File: src/rtl/mul_share_pkg.sv
// Shared types and sizing for the multiplier-sharing controller.
// Operand/product widths match the bit-serial signed multiplier it drives.
package mul_share_pkg;

  localparam int XW          = 12;
  localparam int ZW          = 2 * XW;
  localparam int TIMEOUT_DEF = 64;
  localparam int BCW         = 5;
  localparam int TCW         = 7;

  typedef enum logic [2:0] {
    S_IDLE,
    S_LOAD,
    S_MUL,
    S_WAIT,
    S_UNLOAD,
    S_RESP
  } state_e;

  typedef struct packed {
    logic          id;
    logic [XW-1:0] x;
    logic [XW-1:0] y;
  } req_t;

endpackage

File: src/rtl/mul_share_ctrl_if.sv
// Requester, response and multiplier-serial signals of the sharing controller.
// master = controller view, slave = clients plus multiplier view.
interface mul_share_ctrl_if;
  import mul_share_pkg::*;

  logic          req0_valid;
  logic [XW-1:0] req0_x;
  logic [XW-1:0] req0_y;
  logic          req0_ready;
  logic          req1_valid;
  logic [XW-1:0] req1_x;
  logic [XW-1:0] req1_y;
  logic          req1_ready;

  logic          rsp_valid;
  logic          rsp_id;
  logic [ZW-1:0] rsp_z;
  logic          rsp_err;
  logic          rsp_ready;

  logic          m_x_in;
  logic          m_y_in;
  logic          m_sx;
  logic          m_sy;
  logic          m_mul;
  logic          m_done;
  logic          m_fx;
  logic          m_fy;
  logic          m_sz;
  logic          m_z_out;

  modport master (
    input  req0_valid, req0_x, req0_y, req1_valid, req1_x, req1_y,
    input  rsp_ready, m_done, m_fx, m_fy, m_z_out,
    output req0_ready, req1_ready, rsp_valid, rsp_id, rsp_z, rsp_err,
    output m_x_in, m_y_in, m_sx, m_sy, m_mul, m_sz
  );

  modport slave (
    output req0_valid, req0_x, req0_y, req1_valid, req1_x, req1_y,
    output rsp_ready, m_done, m_fx, m_fy, m_z_out,
    input  req0_ready, req1_ready, rsp_valid, rsp_id, rsp_z, rsp_err,
    input  m_x_in, m_y_in, m_sx, m_sy, m_mul, m_sz
  );

endinterface

File: src/rtl/mul_rr_arb.sv
// Two-way round-robin pick; the last-grant state lives in the caller.
module mul_rr_arb (
  input  logic [1:0] valid_i,
  input  logic       last_grant_i,
  output logic       gnt_o,
  output logic       id_o
);

  always_comb begin
    gnt_o = |valid_i;
    case (valid_i)
      2'b11:   id_o = ~last_grant_i;
      2'b10:   id_o = 1'b1;
      default: id_o = 1'b0;
    endcase
  end

endmodule

File: src/rtl/mul_share_ctrl.sv
// Shares one bit-serial signed multiplier between two requesters: accept,
// shift operands in MSB first, start, wait for done, shift product out, respond.
module mul_share_ctrl
  import mul_share_pkg::*;
#(
  parameter int TIMEOUT = TIMEOUT_DEF
) (
  input  logic             clk,
  input  logic             rst,
  mul_share_ctrl_if.master bus
);

  state_e         state_q;
  req_t           req_q;
  req_t           req_d;
  logic           last_q;
  logic [BCW-1:0] bcnt_q;
  logic [TCW-1:0] tcnt_q;
  logic           err_q;
  logic [ZW-1:0]  z_q;
  logic           sxy_q;
  logic           xin_q;
  logic           yin_q;
  logic           mul_q;
  logic           sz_q;
  logic           rsp_valid_q;

  logic           gnt;
  logic           gnt_id;
  logic           accept;

  mul_rr_arb u_arb (
    .valid_i      ({bus.req1_valid, bus.req0_valid}),
    .last_grant_i (last_q),
    .gnt_o        (gnt),
    .id_o         (gnt_id)
  );

  // Ready must be combinational: operands are only guaranteed on this cycle.
  assign accept         = (state_q == S_IDLE) && gnt && !rst;
  assign bus.req0_ready = accept && !gnt_id;
  assign bus.req1_ready = accept && gnt_id;

  always_comb begin
    req_d    = '0;
    req_d.id = gnt_id;
    req_d.x  = gnt_id ? bus.req1_x : bus.req0_x;
    req_d.y  = gnt_id ? bus.req1_y : bus.req0_y;
  end

  assign bus.m_sx      = sxy_q;
  assign bus.m_sy      = sxy_q;
  assign bus.m_x_in    = xin_q;
  assign bus.m_y_in    = yin_q;
  assign bus.m_mul     = mul_q;
  assign bus.m_sz      = sz_q;
  assign bus.rsp_valid = rsp_valid_q;
  assign bus.rsp_id    = req_q.id;
  assign bus.rsp_z     = z_q;
  assign bus.rsp_err   = err_q;

  always_ff @(posedge clk) begin
    if (rst) begin
      state_q     <= S_IDLE;
      req_q       <= '0;
      last_q      <= 1'b1;
      bcnt_q      <= '0;
      tcnt_q      <= '0;
      err_q       <= 1'b0;
      z_q         <= '0;
      sxy_q       <= 1'b0;
      xin_q       <= 1'b0;
      yin_q       <= 1'b0;
      mul_q       <= 1'b0;
      sz_q        <= 1'b0;
      rsp_valid_q <= 1'b0;
    end else begin
      case (state_q)
        S_IDLE: begin
          if (accept) begin
            // The MSB goes out next cycle; the rest is held pre-shifted.
            req_q.id <= req_d.id;
            req_q.x  <= {req_d.x[XW-2:0], 1'b0};
            req_q.y  <= {req_d.y[XW-2:0], 1'b0};
            xin_q    <= req_d.x[XW-1];
            yin_q    <= req_d.y[XW-1];
            last_q   <= req_d.id;
            err_q    <= 1'b0;
            sxy_q    <= 1'b1;
            bcnt_q   <= '0;
            state_q  <= S_LOAD;
          end
        end
        S_LOAD: begin
          if (bcnt_q == BCW'(XW - 1)) begin
            sxy_q   <= 1'b0;
            xin_q   <= 1'b0;
            yin_q   <= 1'b0;
            mul_q   <= 1'b1;
            state_q <= S_MUL;
          end else begin
            xin_q   <= req_q.x[XW-1];
            yin_q   <= req_q.y[XW-1];
            req_q.x <= {req_q.x[XW-2:0], 1'b0};
            req_q.y <= {req_q.y[XW-2:0], 1'b0};
            bcnt_q  <= bcnt_q + 1'b1;
          end
        end
        S_MUL: begin
          // Full flags reflect the last shift only from this cycle on.
          if (!(bus.m_fx && bus.m_fy)) err_q <= 1'b1;
          mul_q   <= 1'b0;
          tcnt_q  <= '0;
          state_q <= S_WAIT;
        end
        S_WAIT: begin
          if (bus.m_done) begin
            sz_q    <= 1'b1;
            bcnt_q  <= '0;
            state_q <= S_UNLOAD;
          end else if (tcnt_q == TCW'(TIMEOUT - 1)) begin
            err_q       <= 1'b1;
            z_q         <= '0;
            rsp_valid_q <= 1'b1;
            state_q     <= S_RESP;
          end else begin
            tcnt_q <= tcnt_q + 1'b1;
          end
        end
        S_UNLOAD: begin
          z_q <= {z_q[ZW-2:0], bus.m_z_out};
          if (bcnt_q == BCW'(ZW - 1)) begin
            sz_q        <= 1'b0;
            rsp_valid_q <= 1'b1;
            state_q     <= S_RESP;
          end else begin
            bcnt_q <= bcnt_q + 1'b1;
          end
        end
        S_RESP: begin
          if (bus.rsp_ready) begin
            rsp_valid_q <= 1'b0;
            state_q     <= S_IDLE;
          end
        end
        default: state_q <= S_IDLE;
      endcase
    end
  end

endmodule

File: src/flat_wrapper.sv
// flat-port wrapper written by rule: the top's interface ports become plain ports
module mul_share_ctrl_flat import mul_share_pkg::*;
#(
  parameter int TIMEOUT = TIMEOUT_DEF
)
  (clk, rst, bus_req0_valid, bus_req0_x, bus_req0_y, bus_req1_valid, bus_req1_x, bus_req1_y, bus_rsp_ready, bus_m_done, bus_m_fx, bus_m_fy, bus_m_z_out, bus_req0_ready, bus_req1_ready, bus_rsp_valid, bus_rsp_id, bus_rsp_z, bus_rsp_err, bus_m_x_in, bus_m_y_in, bus_m_sx, bus_m_sy, bus_m_mul, bus_m_sz);
  mul_share_ctrl_if bus_i ();
  input  logic clk;
  input  logic rst;
  input wire logic [$bits(bus_i.req0_valid)-1:0] bus_req0_valid;
  input wire logic [$bits(bus_i.req0_x)-1:0] bus_req0_x;
  input wire logic [$bits(bus_i.req0_y)-1:0] bus_req0_y;
  input wire logic [$bits(bus_i.req1_valid)-1:0] bus_req1_valid;
  input wire logic [$bits(bus_i.req1_x)-1:0] bus_req1_x;
  input wire logic [$bits(bus_i.req1_y)-1:0] bus_req1_y;
  input wire logic [$bits(bus_i.rsp_ready)-1:0] bus_rsp_ready;
  input wire logic [$bits(bus_i.m_done)-1:0] bus_m_done;
  input wire logic [$bits(bus_i.m_fx)-1:0] bus_m_fx;
  input wire logic [$bits(bus_i.m_fy)-1:0] bus_m_fy;
  input wire logic [$bits(bus_i.m_z_out)-1:0] bus_m_z_out;
  output wire logic [$bits(bus_i.req0_ready)-1:0] bus_req0_ready;
  output wire logic [$bits(bus_i.req1_ready)-1:0] bus_req1_ready;
  output wire logic [$bits(bus_i.rsp_valid)-1:0] bus_rsp_valid;
  output wire logic [$bits(bus_i.rsp_id)-1:0] bus_rsp_id;
  output wire logic [$bits(bus_i.rsp_z)-1:0] bus_rsp_z;
  output wire logic [$bits(bus_i.rsp_err)-1:0] bus_rsp_err;
  output wire logic [$bits(bus_i.m_x_in)-1:0] bus_m_x_in;
  output wire logic [$bits(bus_i.m_y_in)-1:0] bus_m_y_in;
  output wire logic [$bits(bus_i.m_sx)-1:0] bus_m_sx;
  output wire logic [$bits(bus_i.m_sy)-1:0] bus_m_sy;
  output wire logic [$bits(bus_i.m_mul)-1:0] bus_m_mul;
  output wire logic [$bits(bus_i.m_sz)-1:0] bus_m_sz;
  assign bus_i.req0_valid = bus_req0_valid;
  assign bus_i.req0_x = bus_req0_x;
  assign bus_i.req0_y = bus_req0_y;
  assign bus_i.req1_valid = bus_req1_valid;
  assign bus_i.req1_x = bus_req1_x;
  assign bus_i.req1_y = bus_req1_y;
  assign bus_i.rsp_ready = bus_rsp_ready;
  assign bus_i.m_done = bus_m_done;
  assign bus_i.m_fx = bus_m_fx;
  assign bus_i.m_fy = bus_m_fy;
  assign bus_i.m_z_out = bus_m_z_out;
  assign bus_req0_ready = bus_i.req0_ready;
  assign bus_req1_ready = bus_i.req1_ready;
  assign bus_rsp_valid = bus_i.rsp_valid;
  assign bus_rsp_id = bus_i.rsp_id;
  assign bus_rsp_z = bus_i.rsp_z;
  assign bus_rsp_err = bus_i.rsp_err;
  assign bus_m_x_in = bus_i.m_x_in;
  assign bus_m_y_in = bus_i.m_y_in;
  assign bus_m_sx = bus_i.m_sx;
  assign bus_m_sy = bus_i.m_sy;
  assign bus_m_mul = bus_i.m_mul;
  assign bus_m_sz = bus_i.m_sz;
  mul_share_ctrl #(.TIMEOUT(TIMEOUT)) u_core (.clk(clk), .rst(rst), .bus(bus_i));
endmodule
File: config.mk
export PLATFORM = sky130hd
export DESIGN_NAME = mul_share_ctrl_flat
export DESIGN_NICKNAME = d
export VERILOG_FILES = /design/src/rtl/mul_share_pkg.sv /design/src/rtl/mul_share_ctrl_if.sv /design/src/rtl/mul_rr_arb.sv /design/src/rtl/mul_share_ctrl.sv /design/src/flat_wrapper.sv
export SDC_FILE = /design/constraint.sdc
export NUM_CORES = 1
export LEC_CHECK = 0
export ABC_AREA = 1
export CAP_MARGIN = 20
export CORE_MARGIN = 1.5
export CORE_UTILIZATION = 49
export CTS_CLUSTER_SIZE = 10
export DETAILED_ROUTE_END_ITERATION = 6
export PLACE_DENSITY = 0.8
export SYNTH_ARGS = -nofsm -noshare
export SYNTH_HDL_FRONTEND = slang
export SYNTH_SLANG_ARGS = --single-unit
export TNS_END_PERCENT = 10
File: constraint.sdc
create_clock -name clk -period 1.78 [get_ports clk]
set_input_delay 0.356 -clock clk [delete_from_list [all_inputs] [get_ports clk]]
set_output_delay 0.356 -clock clk [all_outputs]
set_load 0.02 [all_outputs]
# Yosys cells after proc, flatten, opt, wreduce, memory -nomap -nowiden
# Index checks and enable logic that the tools add are counted.
dict set report classes {
  n_reduce_logical 28
  mul 0
  n_shift 0
  n_eq_ne 22
  n_div 0
  n_bitwise 1
  addsub 2
  muxes 46
  n_lt_le_gt_ge 0
}
# cell n
set ops {}
lappend ops {{$mux 24} 4}
lappend ops {{$pmux 24 s2} 2}
lappend ops {{$mux 12} 2}
lappend ops {{$mux 5} 4}
lappend ops {{$pmux 5 s4} 1}
lappend ops {{$reduce_and 5->1} 4}
lappend ops {{$mux 3} 6}
lappend ops {{$pmux 3 s6} 1}
lappend ops {{$mux 1} 15}
lappend ops {{$reduce_and 3->1} 5}
lappend ops {{$mux 7} 2}
lappend ops {{$ne 2x2->1 const B} 7}
lappend ops {{$pmux 7 s2} 1}
lappend ops {{$pmux 1 s2} 6}
lappend ops {{$ne 2x1->1 const B} 4}
lappend ops {{$reduce_bool 2->1} 4}
lappend ops {{$add 7x1->7 const B} 1}
lappend ops {{$eq 7x6->1 const B} 1}
lappend ops {{$eq 3x2->1 const B} 2}
lappend ops {{$eq 3x3->1 const B} 2}
lappend ops {{$pmux 1 s3} 2}
lappend ops {{$reduce_and 2->1} 3}
lappend ops {{$reduce_bool 3->1} 2}
lappend ops {{$add 5x1->5 const B} 1}
lappend ops {{other kinds (11)} 17}
dict set report totals {
  ram_bits 0
  rom_bits 0
  register_bits 72
  input_bits 57
  word_cells 114
  latchBits 0
  out_inout_bits 35
  memories 0
}

# Longest topological paths before layout
# Gate-level depths: netlist (run 1).
dict set report depth {
  word_depth 5
  mapped_depth 11
}

# Cells and area by module
# From an unflattened synthesis (run 1), not the netlist that was laid out.
dict set report hier_totals {
  hier_cells 531
  hier_area_um2 3507.1
}
# mod n_inst area_each_um2 seq_area_each_um2 cells_per_inst
set by_module_without_submodules {}
lappend by_module_without_submodules {mul_share_ctrl 1 3492.1 1401.3 528}
lappend by_module_without_submodules {mul_rr_arb 1 15.0 0.0 3}

# Worst setup path after synthesis (run 1)
# No wires, ideal clock.
dict set report synth_path {
  path_kind {input to output}
  startpoint {input port bus_req0_valid}
  endpoint {output port bus_req0_ready}
  t_required_ps 1424
  setup_slack_ps 254
  t_arrival_ps 1170
  cell_stages 5
  n_path_buf 1
  cell_sequence {nand2_1 nand2_1 inv_1 buf_2 nor2_1}
}
dict set report synth_via {
  elab_chain_cells 4
  word_cells_on_any_way 8
  cone_classes {eq/ne: 2; mux: 1; reduce/logical: 5}
}
# element line_no
set synth_rtl {}
lappend synth_rtl {{from (decl)} flat_wrapper.sv:10} ;# input wire logic [$bits(bus_i.req0_valid)-1:0] bus_req0_valid;
lappend synth_rtl {{$eq 2x2->1 / $reduce_or 2->1 (equally long branches)} {mul_rr_arb.sv:11, mul_rr_arb.sv:10}}
lappend synth_rtl {{$pmux 1 s2 / $logic_and 1x1->1 (equally long branches)} {mul_rr_arb.sv:11, mul_share_ctrl.sv:40}}
lappend synth_rtl {{$logic_not 1->1 / $logic_and 1x1->1 (equally long branches)} {mul_share_ctrl.sv:41, mul_share_ctrl.sv:40}}
lappend synth_rtl {{$logic_and 1x1->1 *} mul_share_ctrl.sv:41} ;# assign bus.req0_ready = accept && !gnt_id;
lappend synth_rtl {{to (decl)} flat_wrapper.sv:21} ;# output wire logic [$bits(bus_i.req0_ready)-1:0] bus_req0_ready;
# Mark *: on every way between the ends. The rest lies on a longest branch, timed or not.

# Worst setup path after layout (run 1)
# Ends and elaborated chain as after synthesis.

==> results by stage, run 1 <==
STA:
- Static timing analysis puts the maximum clock frequency at 0.565 GHz.
- The smallest clock period supported by the final layout is computed as 1770 ps.
- The number of pins exceeding their max-slew limit in the final report is 0.
- At the pin with the least slew margin, the transition time is ~390 ps.
- The clock skew after layout is 10.4 ps.
- Setup repair after global routing could not meet its margin everywhere.
- The max-slew headroom at the worst pin is 74.1%.
- The final count of hold timing violations is 0.
- The final critical path takes up between 90% and 100% of the cycle.
- In the final timing run, aggregate negative setup slack is 0 ps.
- The final number of setup-violating endpoints is 0.

Worst hold path:
- The critical hold path startpoint is u_core.bus.rsp_err.
- The worst hold path belongs to the class flip-flop to flip-flop.

Logic synthesis:
- The post-synth design cell area is 0.00356 mm².
- The commonest cells after synthesis are nand2_1 (197), dfxtp_1 (70), nor2_1 (65).
- The number of nets in the synthesized netlist is 613.
- In this run, synthesis produced a sequential element count of 70.
- The count of mapped cells out of synthesis is 554.
- The average cell area after synthesis is 6.43 µm².
- The proportion of netlist area held by the largest area contributor is 39.3%.
- Yosys mapped a number of flops with a built-in enable equal to 0.
- Yosys instantiated no cell more often than nand2_1.
- The most used flip-flop cell after synthesis is dfxtp_1.
- Counting distinct cell types in the post-synthesis netlist gives 31.
- The portion of the post-synthesis area used by sequential elements is roughly 39%.
- Summed over all instances, the cell type with the most area after synthesis is dfxtp_1.
- By area the synthesized netlist is led by dfxtp_1 (39%), nand2_1 (21%), a21oi_1 (8.7%).
- The Yosys step of the flow raised 0 warnings.
- The fraction of synthesis flops using an asynchronous set or reset pin is 0%.

Floorplan:
- In this run the standard cell core region covers around 0.0069 mm².
- The area enclosed by the die boundary is 0.00779 mm².
- After floorplanning, the core was divided into 30 placement rows.
- The height of the die is 88.3 µm.
- Once the floorplan was initialized, standard cells occupied 51.6% of the core.
- Pin placement for this block handled 92 I/O pins.
- Measured along the x axis, the die boundary spans a little under 90 µm.

Power and ir drop:
- Summed over all cells, the static leakage comes to 2.08 nW.
- The internal portion of the total power is 3.62 mW.
- Of the total power, registers draw between 30% and 40%.
- The switching power of the nets is about 2.3 mW.
- The power per cell area is about 1200 mW/mm².
- The largest vdd supply drop is 0.560 mV.
- The share of total power consumed by net switching is 38.4%.
- The share of total power dissipated in combinational logic is 43.3%.
- The clock network fraction of design power is 21.6%.

GRT:
- The number of global-route vias before repair is around 3600.
- The all-layer global routing usage is ~25%.
- The initial antenna violation count was 0.
- The global-route wire length before repair is 15500 µm.
- Summed over all layers, the global routing overflow is 0.
- Entering global routing, the biggest net connects 37 pins.

Critical path:
- Data arrives at the worst endpoint at ~1400 ps.
- The critical path class is input pin to output port.
- The critical path startpoint is bus_req0_valid.
- The startpoint of the worst register-to-register path is u_core.bcnt_q[0].
- The startpoint type of the worst setup path is an input pin.
- For the worst setup path, the data required time is 1420 ps.
- The category of the worst setup path capture point is an output port.
- For this design, the slowest cell found on the critical path is clkdlybuf4s50_1.
- In this design, the stage delay of the slowest critical-path cell is 480 ps.
- The maximum fanout encountered on the critical timing path is 4.
- The critical path's most frequent cell is nand2_1.
- Traced cell by cell, the critical path runs through clkdlybuf4s50_1 > nand2_1 > nand2_1 > inv_1 > nor2_1 > buf_2.

Routing:
- The initial detailed-routing violation count is 219.
- The number of nets still failing antenna checks after routing is 0.
- The DRC violation count after routing is 0.
- Dividing the detail-routed via count by the number of cells gives 5.02.
- Detailed routing inserted a total of around 3800 vias.
- The per-cell routed wire length is around 12 µm.
- The first TritonRoute pass finished after 4 iterations.
- The overall routed net length is 9380 µm.

Final layout:
- The final design instance area without fill is 0.00485 mm².
- The ratio of cells with drive above 1 in the final layout is approximately a tenth.
- The count of antenna diodes in the layout is 0.
- Once layout is complete, the utilization of the core stands at 70.2%.
- Relative to the synthesized area, the layout overhead comes to 36.1%.
- The number of non-filler instances in the completed layout is around 750.
- In the final design database the tool counted 713 nets.

Placement:
- During placement, the flow inserted port buffers numbering between 90 and 100.
- Once placement finished, the instance area stood at 0.00464 mm².
- The half-perimeter wire length after placement is 6690 µm.
- Once placement completed, the tool counted placed cells totaling 739.
- Routability-driven placement finished with a final weighted congestion of 0.895.

Clock tree:
- The number of H-tree levels is 3.
- After clock tree synthesis, the clock-pin slew on the worst setup and hold paths is about 80 ps.
- In this run the deepest clock path goes through 2 buffers.
- Buffers inserted to repair hold after CTS numbered 0.
- The clock drives 70 sinks.
- Counting the buffers created by CTS gives 9.
- Clock tree synthesis selected as its root buffer the cell clkbuf_8.
- For the worst-skew pair, the clock arrives at the later sink with an insertion delay of 350 ps.
- The buffer count from post-CTS setup fixing is 0.
- The CTS tree is done.

Job:
- The reported max-cap violation count is 0.

Outcome:
- The run finished with clean final reports.
[power by group through the flow]
stage / Sequential [mW] / Combinational, mW / Clock (mW)
after floorplan: 2.13 / 1.72 / 0
after global placement: 2.08 / 2.45 / 0
after detailed placement: 2.09 / 2.52 / 0
after CTS: 2.06 / 2.54 / 1.30
after global routing: 2.09 / 2.87 / 1.35
final: 2.06 / 2.55 / 1.27
[path summary, 6_finish.rpt]
check	to	slack [ps]	cells past startpoint
max	bus_req0_ready	9	6
min	u_core.bus.rsp_err	460	2
max reg2reg	u_core.bcnt_q[4]	170	10
min reg2reg	u_core.bus.rsp_err	460	2
[registers in the layout, summed over array words and instances (netlist names), 3 cells and up]
| name | flops |
|---|---|
| u_core.bcnt_q | 5 |
| u_core.bus.rsp_z | 24 |
| u_core.req_q | 22 |
| u_core.tcnt_q | 7 |
| u_core.state_q | 3 |
[metal layers]
metal  vias to the layer above  part of all wire (%)  GRT usage [%]  wire, µm
met5                         -                     0              0         0
met4                         0                   2.6           9.94       243
met3                        21                   8.0           7.37       749
met2                       122                    44           42.3      4170
met1                      1705                    45           30.4      4220
li1                       1940                     -              -         -
[through the flow]
stage	worst slack (ps)	total power, mW	hold slack (ps)
floorplan	254	3.85	423
global route	-84.1	6.31	489
detailed placement	-587	4.62	443
global placement	-567	4.52	439
CTS	9.58	5.90	455
finish	8.62	5.88	455
[what timing repair did]
action	in CTS	in global routing
gates resized for setup	12	6
hold endpoints to repair	0	0
pin swaps	0	0
setup endpoints to repair	2	39
[critical path: cells and delay by family]
kind	cells	cell delay [ps]
AND/OR/NAND/NOR	3	330
buffers and inverters	3	730
[cell usage in the layout (no fill, tap or decap), types with 2 or more instances in the layout]
cell type	instances
inv_1	47
xor2_1	2
nand2_1	196
clkbuf_8	10
o21ai_0	10
nand2_4	2
a21oi_1	62
or2_2	2
nand3_1	37
inv_2	5
nand2_2	3
nor2_2	4
nor2_1	62
clkdlybuf4s50_1	88
clkinv_2	2
buf_4	22
nand4_1	3
a31oi_1	2
buf_12	2
nor3_1	4
ha_1	2
o211ai_1	4
nor2_4	4
dfxtp_1	69
[cell type report]
| class | instances | area, µm² |
|---|---|---|
| tap | 96 | 120 |
| fill | 612 | 2060 |
| multi-input combinational | 406 | 1830 |
| timing repair buffer | 115 | 1110 |
| sequential | 70 | 1400 |
| inverter | 52 | 195 |
| clock inverter | 4 | 47.5 |
| clock buffer | 11 | 141 |
[logic make-up after synthesis]
| group | share of synthesized area (%) |
|---|---|
| flops | 39.3 |
| xor+xnor | 0.738 |
| fa+ha+maj | 0.702 |
| simple gates | 37.2 |
| compound gates | 12.1 |
| buf+inv | 9.98 |
No activity file was read; power rests on OpenSTA's default activity.
==> run 2: changes to the inputs <==
Settings changed: PLACE_DENSITY 0.8 to 0.81.
==> run 2 against run 1 <==
  * The run now ends with negative setup slack left
  * Core utilization rose by 0.58 points
  * Clock power rose by 6%
  * Sequential share of layout area fell by 0.26 points
  * Clock-buffer cell count did not move
  * Non-clock buffer count fell by 2
  * Worst setup slack got worse by 12 ps
  * Largest cell class unchanged
  * Register-to-register slack got worse by 40 ps
  * First-iteration DRC count rose by 24%
  * Global-route usage rose by 0.31 points
  * Combinational power rose by 2%
  * Maximum frequency fell by 0.65%
  * Clock skew fell by 1.6 ps
==> results by stage, run 2 (synthesized netlist as in run 1, its figures left out) <==
Critical path:
- The critical path class is input pin to output port (unchanged).
- The endpoint of the most critical register-to-register path is u_core.bcnt_q[3] (was u_core.bcnt_q[4]).
- The data arrival at the endpoint of the critical path was 1430 ps (was 1420 ps).
- The depth of the worst register-to-register path is 9 (was 10).
- Cell-by-cell trace of the critical path: clkdlybuf4s50_1 > inv_1 > nand2_2 > nand3_4 > buf_6 > nor2_4 > buf_6 (was clkdlybuf4s50_1 > nand2_1 > nand2_1 > inv_1 > nor2_1 > buf_2).
- The startpoint of the worst register-to-register path is u_core.state_q[0] (was u_core.bcnt_q[0]).
- The data required time of the worst path came to 1420 ps (about the same).
- The cell with the biggest individual delay on the critical path was clkdlybuf4s50_1 (unchanged).
- The startpoint type of the worst setup path is an input pin (unchanged).
- The worst setup slack for register-to-register paths is 130 ps (was 170 ps).
- The maximum fanout encountered on the critical timing path is 2 (was 4).
- The category of the worst setup path capture point is an output port (unchanged).
- The largest incremental delay on the critical path is 480 ps (about the same).
- The critical path's most frequent cell is buf_6 (was nand2_1).

Routing:
- The number of nets still failing antenna checks after routing came to 0 (unchanged).
- The initial detailed-routing violation count is 271 (was 219).
- The per-cell routed wire length is 12.6 µm (was 12.4 µm).
- The overall routed net length is 9520 µm (was 9380 µm).
- The via-per-instance ratio is 5.01 (was 5.02).
- The DRC violation count after routing was 0 (unchanged).
- The number of search-and-repair iterations in the first detailed-routing pass is 5 (was 4).
- The routed via count is 3776 (was 3788).

GRT:
- The all-layer global routing usage was 25.5% (was 25.2%).
- The remaining global-route overflow is 0 (unchanged).
- The number of global-route vias before repair was 3631 (was 3623).
- The global-route wire length before repair is 15700 µm (was 15500 µm).
- The maximum number of pins on one net before global-route repair is 37 (unchanged).
- The initial antenna violation count was 0 (unchanged).

Final layout:
- The layout overhead on the synthesized area came to 37.2% (was 36.1%).
- The share of the core filled with cells in the final layout is 70.8% (was 70.2%).
- The most common cell after layout, fill and taps aside is nand2_1 (unchanged).
- Most used cells in the layout excluding fill and tap cells: nand2_1 (195), clkdlybuf4s50_1 (88), dfxtp_1 (70), a21oi_1 (61), nor2_1 (61) (was nand2_1 (196), clkdlybuf4s50_1 (88), dfxtp_1 (69), nor2_1 (62), a21oi_1 (62)).
- The number of flip-flops under the largest register name is 24 (unchanged).
- The count of antenna diodes in the layout is 0 (unchanged).
- The count of nets after finishing came to 711 (was 713).
- The ratio of cells with drive above 1 in the final layout is 10.0% (was 9.73%).

Clock tree:
- The number of H-tree levels is 3 (unchanged).
- The total CTS buffers is 9 (unchanged).
- The number of clock sinks was 70 (unchanged).
- The clock edge transition at the registers on the reported setup and hold paths is 70 ps (was 80 ps).
- The maximum buffer depth of the clock tree is 2 (unchanged).
- The CTS tree is done (unchanged).
- The later-pin clock latency in the skew report is 350 ps (about the same).
- The root cell of the clock tree is clkbuf_8 (unchanged).
- The number of buffers added to fix hold violations after cts came to 0 (unchanged).

Worst hold path:
- The type of the most critical hold path was flip-flop to flip-flop (unchanged).
- The destination of the worst hold path is u_core.tcnt_q[6] (was u_core.bus.rsp_err).
- The count of cells along the worst hold path came to 2 (unchanged).
- The critical hold path startpoint is u_core.tcnt_q[6] (was u_core.bus.rsp_err).

STA:
- The final cycle utilization of the critical path is 100% (was 99.5%).
- The time the worst path needs with I/O delays and setup was 1780 ps (was 1770 ps).
- The max-slew headroom at the worst pin is 73.3% (was 74.1%).
- The minimum hold slack was 452 ps (was 455 ps).
- The final number of setup-violating endpoints is 1 (was 0).
- The number of pins exceeding their max-slew limit in the final report is 0 (unchanged).
- The final critical-path setup slack came to -3.06 ps (was 8.62 ps).
- The measured slew at the worst slew-check pin is 399 ps (was 386 ps).
- Unrepaired setup endpoints after global routing: true (unchanged).
- The final count of hold timing violations is 0 (unchanged).
- The maximum clock frequency is 0.561 GHz (was 0.565 GHz).
- The clock skew after layout was 8.75 ps (was 10.4 ps).

Floorplan:
- The area enclosed by the die boundary is 0.00779 mm² (unchanged).
- The starting density of the core is 51.6% (unchanged).
- The height of the die is 88.3 µm (unchanged).
- The number of primary I/O pins is 92 (unchanged).
- The number of rows in the core area came to 30 (unchanged).
- The horizontal die dimension is 88.3 µm (unchanged).
- The core region area was 0.00691 mm² (unchanged).

Power and ir drop:
- The leakage power total is 2.09 nW (was 2.08 nW).
- The largest vdd supply drop is 0.622 mV (was 0.560 mV).
- The power per cell area is 1230 mW/mm² (was 1210 mW/mm²).

Job:
- The reported max-cap violation count was 0 (unchanged).

Placement:
- The number of port buffers is 91 (unchanged).
- The half-perimeter wire length after placement is 6580 µm (was 6690 µm).
- The routability congestion estimate is 0.880 (was 0.895).

Outcome:
- The checks that failed: negative setup slack.
- Result of the run: finished with violations (was completed).
## run 2: changes by cell type in the layout (fill, tap and decap cells not counted), sizes merged
cell | previous run | this run
buf | 26 | 24
clkinv | 2 | 4
clkinvlp | 1 | 0
## run 2: worst max-delay path by stage
| stage | startpoint | end | slack (ps) | cells after the start |
|---|---|---|---|---|
| 2_1_floorplan | bus_req0_valid | bus_req0_ready | 250 | 5 |
| 3_3_place_gp | bus_req1_valid | bus_req1_ready | -540 | 6 |
| 3_5_place_dp | bus_req0_valid | bus_req1_ready | -560 | 6 |
| 4_1_cts | bus_req0_valid | bus_req0_ready | 10 | 7 |
| 5_1_grt | bus_req1_valid | bus_req0_ready | -30 | 7 |
| 6_report | bus_req1_valid | bus_req0_ready | -3 | 7 |
## run 2: where the power goes
group / internal [mW] / switching, mW
Combinational: 1.06 / 1.53
Sequential: 1.91 / 0.159
Clock: 0.723 / 0.612
## run 2: per-layer routing
metal | GRT usage (%) | wire [µm] | share of wire [%] | up-vias
met2 | 43.0 | 4460 | 47 | 120
met5 | 0 | 0 | 0 | -
met3 | 7.65 | 760 | 8.0 | 15
met4 | 7.67 | 125 | 1.3 | 0
li1 | - | - | - | 1933
met1 | 31.5 | 4170 | 44 | 1708
## run 2: critical path: cells and delay by family
kind / cells / cell delay, ps
buf+inv: 4 / 790
simple gates: 3 / 280
## run 2: layout make-up
cell class	count	area [µm²]
clock inverter	5	57.6
fill	581	2020
sequential	70	1400
clock buffer	11	151
timing repair buffer	113	1120
multi-input combinational	406	1840
inverter	52	195
tap	96	120
## run 2: stage by stage
step / worst slack (ps) / cells / power, mW / cell area (µm²) / TNS, ps
after floorplan: 254 / 554 / 3.85 / 3560 / 0
after global placement: -536 / 736 / 4.54 / 4630 / -6150
after detailed placement: -559 / 736 / 4.62 / 4630 / -7280
after CTS: 11.9 / 753 / 6.00 / 4860 / 0
after global routing: -34.8 / 753 / 6.44 / 4890 / -48.6
final: -3.06 / 753 / 6.00 / 4890 / -3.06
## run 2: timing repair
item                                    in CTS  in global routing
resized for setup                           16                  8
pin swaps                                    1                  2
buffers inserted                             1                  0
gates cloned                                 0                  0
endpoints found under the setup margin       2                 34
==> edit 1: new RTL, config.mk and constraints of run 1 <==
The 6 states of `state_e` get a one-hot encoding in 6 bits.
--- a/src/rtl/mul_share_pkg.sv
+++ b/src/rtl/mul_share_pkg.sv
@@ -8,13 +8,13 @@
   localparam int BCW         = 5;
   localparam int TCW         = 7;
 
-  typedef enum logic [2:0] {
-    S_IDLE,
-    S_LOAD,
-    S_MUL,
-    S_WAIT,
-    S_UNLOAD,
-    S_RESP
+  typedef enum logic [5:0] {
+    S_IDLE   = 6'b000001,
+    S_LOAD   = 6'b000010,
+    S_MUL    = 6'b000100,
+    S_WAIT   = 6'b001000,
+    S_UNLOAD = 6'b010000,
+    S_RESP   = 6'b100000
   } state_e;
 
   typedef struct packed {
Check against the original RTL: no difference found for any inputs over 10 cycles, from zero or initial values and one cycle with rst high; not proved beyond that.
==> edit 1 against run 1 <==
- sequential cell count increased by 3
- routed wire length fell by 12%
- critical endpoint unchanged
- setup slack improved by 0.048 ns
- synthesized cell count decreased by 15%
- area after synthesis down 3.7%
- count of clock-buffer cells in the layout shrank 1
- register-to-register slack got worse by 0.03 ns
- first-iteration DRC count fell by 33%
- largest cell class unchanged
- final area fell by 2.3%
Power is not compared: it rests on default switching activity, and its combinational part moved more than twofold at a synthesized area within 25%.
==> edit 1: results (changes against run 1) <==
status=completed (unchanged); WP data arrival=1.37 ns (was 1.42 ns); number of global-route vias before repair=3123 (was 3623); clock buffer depth=2 (unchanged); crit path max fanout=3 (was 4); total routed wirelength=8253 um (was 9377 um); syn_nets=529 (was 613); RR Startpoint=u_core.bcnt_q[0] (unchanged); Max-slew headroom=0.7491 (was 0.7409); DR iter-0 viols=147 (was 219); Seq/Total Area, Yosys=0.4258 (was 0.3934); setup slack, reg-to-reg=0.14 ns (was 0.17 ns); routed length on met1=3671 um (was 4218 um); post-detail-place hpwl=5976 um (was 6687 um); Nets=632 (was 713); placed insts=657 (was 739); via/cell ratio=5.000 (was 5.024); GPL Wtd Cong=0.8401 (was 0.8947); fillcell total=575 (was 612); largest net degree at the start of global routing=44 (was 37); Largest register FFs=24 (unchanged); most common library cells after synthesis=nand2_1 (121), dfxtp_1 (73), a21oi_1 (60) (was nand2_1 (197), dfxtp_1 (70), nor2_1 (65)); met2 routed WL=4143 um (was 4165 um); Root Driver=clkbuf_8 (unchanged); Syn Inst Count=470 (was 554); first-pass GRT wire length=13840 um (was 15470 um); DR vias=3370 (was 3788); ranking of synthesized cells by area=dfxtp_1 (43%), nand2_1 (13%), a21oi_1 (8.7%) (was dfxtp_1 (39%), nand2_1 (21%), a21oi_1 (8.7%)); count of cell types in the netlist=33 (was 31); Clock Skew=0.01012 ns (was 0.01038 ns); met3 routed WL=387 um (was 749 um); layout cells sized above 1=0.1298 (was 0.09726); GR Util All Layers=0.2299 (was 0.2516)
==> edit 1: cell count changes after synthesis, moves of 3 or more <==
| cell | delta |
|---|---|
| nand2_1 | -76 |
| nor2_1 | -38 |
| inv_1 | -25 |
| o21ai_0 | +19 |
| o21ai_1 | +18 |
| nand4_1 | +8 |
| nor2_4 | +4 |
| dfxtp_1 | +3 |
| xor2_1 | +3 |
==> edit 1: metal layers <==
layer | GRT usage | up-vias
met5 | 0 | -
met4 | 0.06598 | 0
met3 | 0.05143 | 5
met2 | 0.4063 | 92
met1 | 0.2798 | 1497
li1 | - | 1776
==> edit 1: through the flow <==
stage	util	total power, mW	cell area, um^2	hold slack (ns)	setup slack [ns]
after floorplan	-	2.653	3432	0.4389	0.1559
after global placement	0.6687	3.081	4543	0.4469	-0.3963
after detailed placement	0.6687	3.122	4543	0.4563	-0.4486
after CTS	0.6930	4.240	4708	0.4667	0.03592
after global routing	0.6967	4.462	4733	0.4850	-0.02760
final	0.6967	4.215	4733	0.4625	0.05654
==> edit 1: power breakdown <==
| group | switching (mW) | internal, mW |
|---|---|---|
| Clock | 0.617 | 0.508 |
| Combinational | 0.635 | 0.548 |
| Sequential | 0.0962 | 1.81 |
| Total | 1.35 | 2.87 |
==> edit 1: cell type report <==
cell class,instances,area share
clock buffers,10,0.02696
clock inverters,6,0.008988
inverters,27,0.02141
multi-input cells,346,0.3688
flip-flops and latches,73,0.3093
well taps,96,0.02538
repair buffers,116,0.2392
==> edit 1: what timing repair did <==
| action | 4_1_cts | 5_1_grt |
|---|---|---|
| cloned | 0 | 1 |
| pin swaps | 0 | 2 |
| resized for setup | 10 | 5 |
| endpoints found under the setup margin | 2 | 8 |
| hold buffers | 0 | 0 |
==> edit 1: path summary, 6_finish.rpt <==
check,end,cells past startpoint
worst max-delay path,bus_req0_ready,6
worst min-delay path,u_core.bus.rsp_err,2
worst max register to register,u_core.state_q[5],8
worst min register to register,u_core.bus.rsp_err,2
==> edit 1: worst max-delay path, delay by kind of cell <==
kind | cells | cell delay (ns)
buffers and inverters | 3 | 0.74
AND/OR/NAND/NOR | 3 | 0.27
==> edit 1: cell families (layout without fill, tap and decap cells) <==
| kind of cell | count (synthesis) | after routing | synth area share |
|---|---|---|---|
| and+or+nand+nor | 220 | 221 | 0.2989 |
| AOI/OAI and AO/OA | 118 | 118 | 0.1834 |
| DFF | 73 | 73 | 0.4258 |
| buffers and inverters | 52 | 159 | 0.07182 |
| xor gates and xnor gates | 5 | 5 | 0.01276 |
| adders and majority gates | 2 | 2 | 0.007290 |
==> edit 2: new RTL, flow settings as in run 1 <==
Without the edit above. Set the package constant `XW` to 11 (it was 12).
--- a/src/rtl/mul_share_pkg.sv
+++ b/src/rtl/mul_share_pkg.sv
@@ -2,7 +2,7 @@
 // Operand/product widths match the bit-serial signed multiplier it drives.
 package mul_share_pkg;
 
-  localparam int XW          = 12;
+  localparam int XW          = 11;
   localparam int ZW          = 2 * XW;
   localparam int TIMEOUT_DEF = 64;
   localparam int BCW         = 5;
Interface: changed (5 resized); port bits go from 92 to 86. No check against the original RTL was run, so the function may have changed too.
==> edit 2 against run 1 <==
- clock skew decreased by 0.0034 ns
- count of clock-buffer cells in the layout down 2
- final area fell by 3.8%
- setup slack gained 0.034 ns
- area after synthesis down 2.6%
- cell count decreased by 8.4%
- maximum frequency grew 2.0%
- routed wire length fell by 8.5%
- power up 6.0%
- sequential cell count down 4
- highest routed layer unchanged
==> edit 2: results (changes against run 1) <==
status=completed (unchanged); Largest register FFs=22 (was 24); synth warn=0 (unchanged); number of global-route vias before repair=3350 (was 3623); hold crit path type=in2reg (was reg2reg); maximum VDD drop=0.0007583 V (was 0.0005604 V); via/cell ratio=5.065 (was 5.024); actual slew at the worst max-slew pin=0.5600 ns (was 0.3857 ns); ranking of synthesized cells by area=dfxtp_1 (38%), nand2_1 (16%), a21oi_1 (5.5%) (was dfxtp_1 (39%), nand2_1 (21%), a21oi_1 (8.7%)); GR Util All Layers=0.2372 (was 0.2516); total routed wirelength=8578 um (was 9377 um); Seq/Total Area, Yosys=0.3810 (was 0.3934); layout cells sized above 1=0.1731 (was 0.09726); GPL Wtd Cong=0.8328 (was 0.8947); count of cell types in the netlist=38 (was 31); largest net degree at the start of global routing=46 (was 37); Layout Cells excl Fill=691 (was 754); syn_nets=551 (was 613); Clock Skew=0.007011 ns (was 0.01038 ns); placed inst area=0.004454 mm^2 (was 0.004638 mm^2); Nets=647 (was 713); WP data arrival=1.38 ns (was 1.42 ns); DR iter-0 viols=152 (was 219); placed insts=675 (was 739); fillcell total=605 (was 612); static leakage=1.874 nW (was 2.082 nW); most common library cells after synthesis=nand2_1 (148), dfxtp_1 (66), nor2_1 (45) (was nand2_1 (197), dfxtp_1 (70), nor2_1 (65)); syn avg cell area=7.021 um^2 (was 6.430 um^2)
-- edit 2: changes by cell type in the layout (fill, tap and decap cells not counted), moves of 4 or more --
cell,run 1,this run
nand2_1,196,146
a31oi_1,2,6
nand3_1,37,23
nand4_1,3,19
nor2_1,62,44
nand2_2,3,19
a21oi_2,0,16
inv_1,47,42
clkdlybuf4s50_1,88,82
buf_4,22,27
a21oi_1,62,38
-- edit 2: worst paths after layout --
path / slack (ns) / start / cells after the start / end
worst max-delay path: 0.04 / bus_req0_valid / 6 / bus_req0_ready
worst min-delay path: 0.42 / rst / 4 / u_core.bus.m_sx
worst max register to register: 0.13 / u_core.state_q[2] / 9 / u_core.req_q[21]
worst min register to register: 0.45 / u_core.bus.rsp_valid / 2 / u_core.bus.rsp_valid
-- edit 2: cell type report --
class	instances	area [um^2]	share of cell area
Tap cell	96	120.1	0.02575
Timing Repair Buffer	110	1028	0.2205
Multi-Input combinational cell	354	1804	0.3868
Inverter	49	187.7	0.04024
Sequential cell	66	1321	0.2833
Clock inverter	7	78.83	0.01690
Clock buffer	9	123.9	0.02656
-- edit 2: per-layer routing --
layer	wire length [um]	track usage	up-vias
met4	156	0.08514	0
met2	4143	0.4151	102
li1	-	-	1789
met3	433	0.05498	12
met5	0	0	-
met1	3844	0.2839	1597
-- edit 2: critical path, cell delays in order --
cell	delay, ns
clkdlybuf4s50_1	0.47
nand2_1	0.05
nand2_1	0.12
inv_1	0.08
nor2_2	0.14
buf_4	0.16
-- edit 2: where the power goes --
part / switching [mW] / total (mW) / internal (mW)
combinational: 1.79 / 2.95 / 1.15
sequential: 0.208 / 1.99 / 1.78
clock: 0.642 / 1.30 / 0.658
-- edit 2: cell families (layout without fill, tap and decap cells) --
kind of cell | Yosys count | count (layout) | share of synthesized area
xor gates and xnor gates | 1 | 1 | 0.002526
AOI/OAI and AO/OA | 82 | 82 | 0.1450
adders and majority gates | 4 | 4 | 0.01443
DFF | 66 | 66 | 0.3810
and+or+nand+nor | 267 | 267 | 0.3546
buffers and inverters | 74 | 175 | 0.1024
-- edit 2: per-stage QoR --
step	setup slack (ns)	hold WS [ns]
3_5_place_dp	-0.4339	0.4380
4_1_cts	0.007411	0.4112
5_1_grt	-0.02427	0.4233
6_report	0.04279	0.4215
3_3_place_gp	-0.4267	0.4308
2_1_floorplan	0.3067	0.4218
-- edit 2: what timing repair did --
item / in CTS / in global routing
pin swaps: 0 / 0
hold endpoints to repair: 0 / 0
gates resized for setup: 9 / 5
setup endpoints to repair: 2 / 25
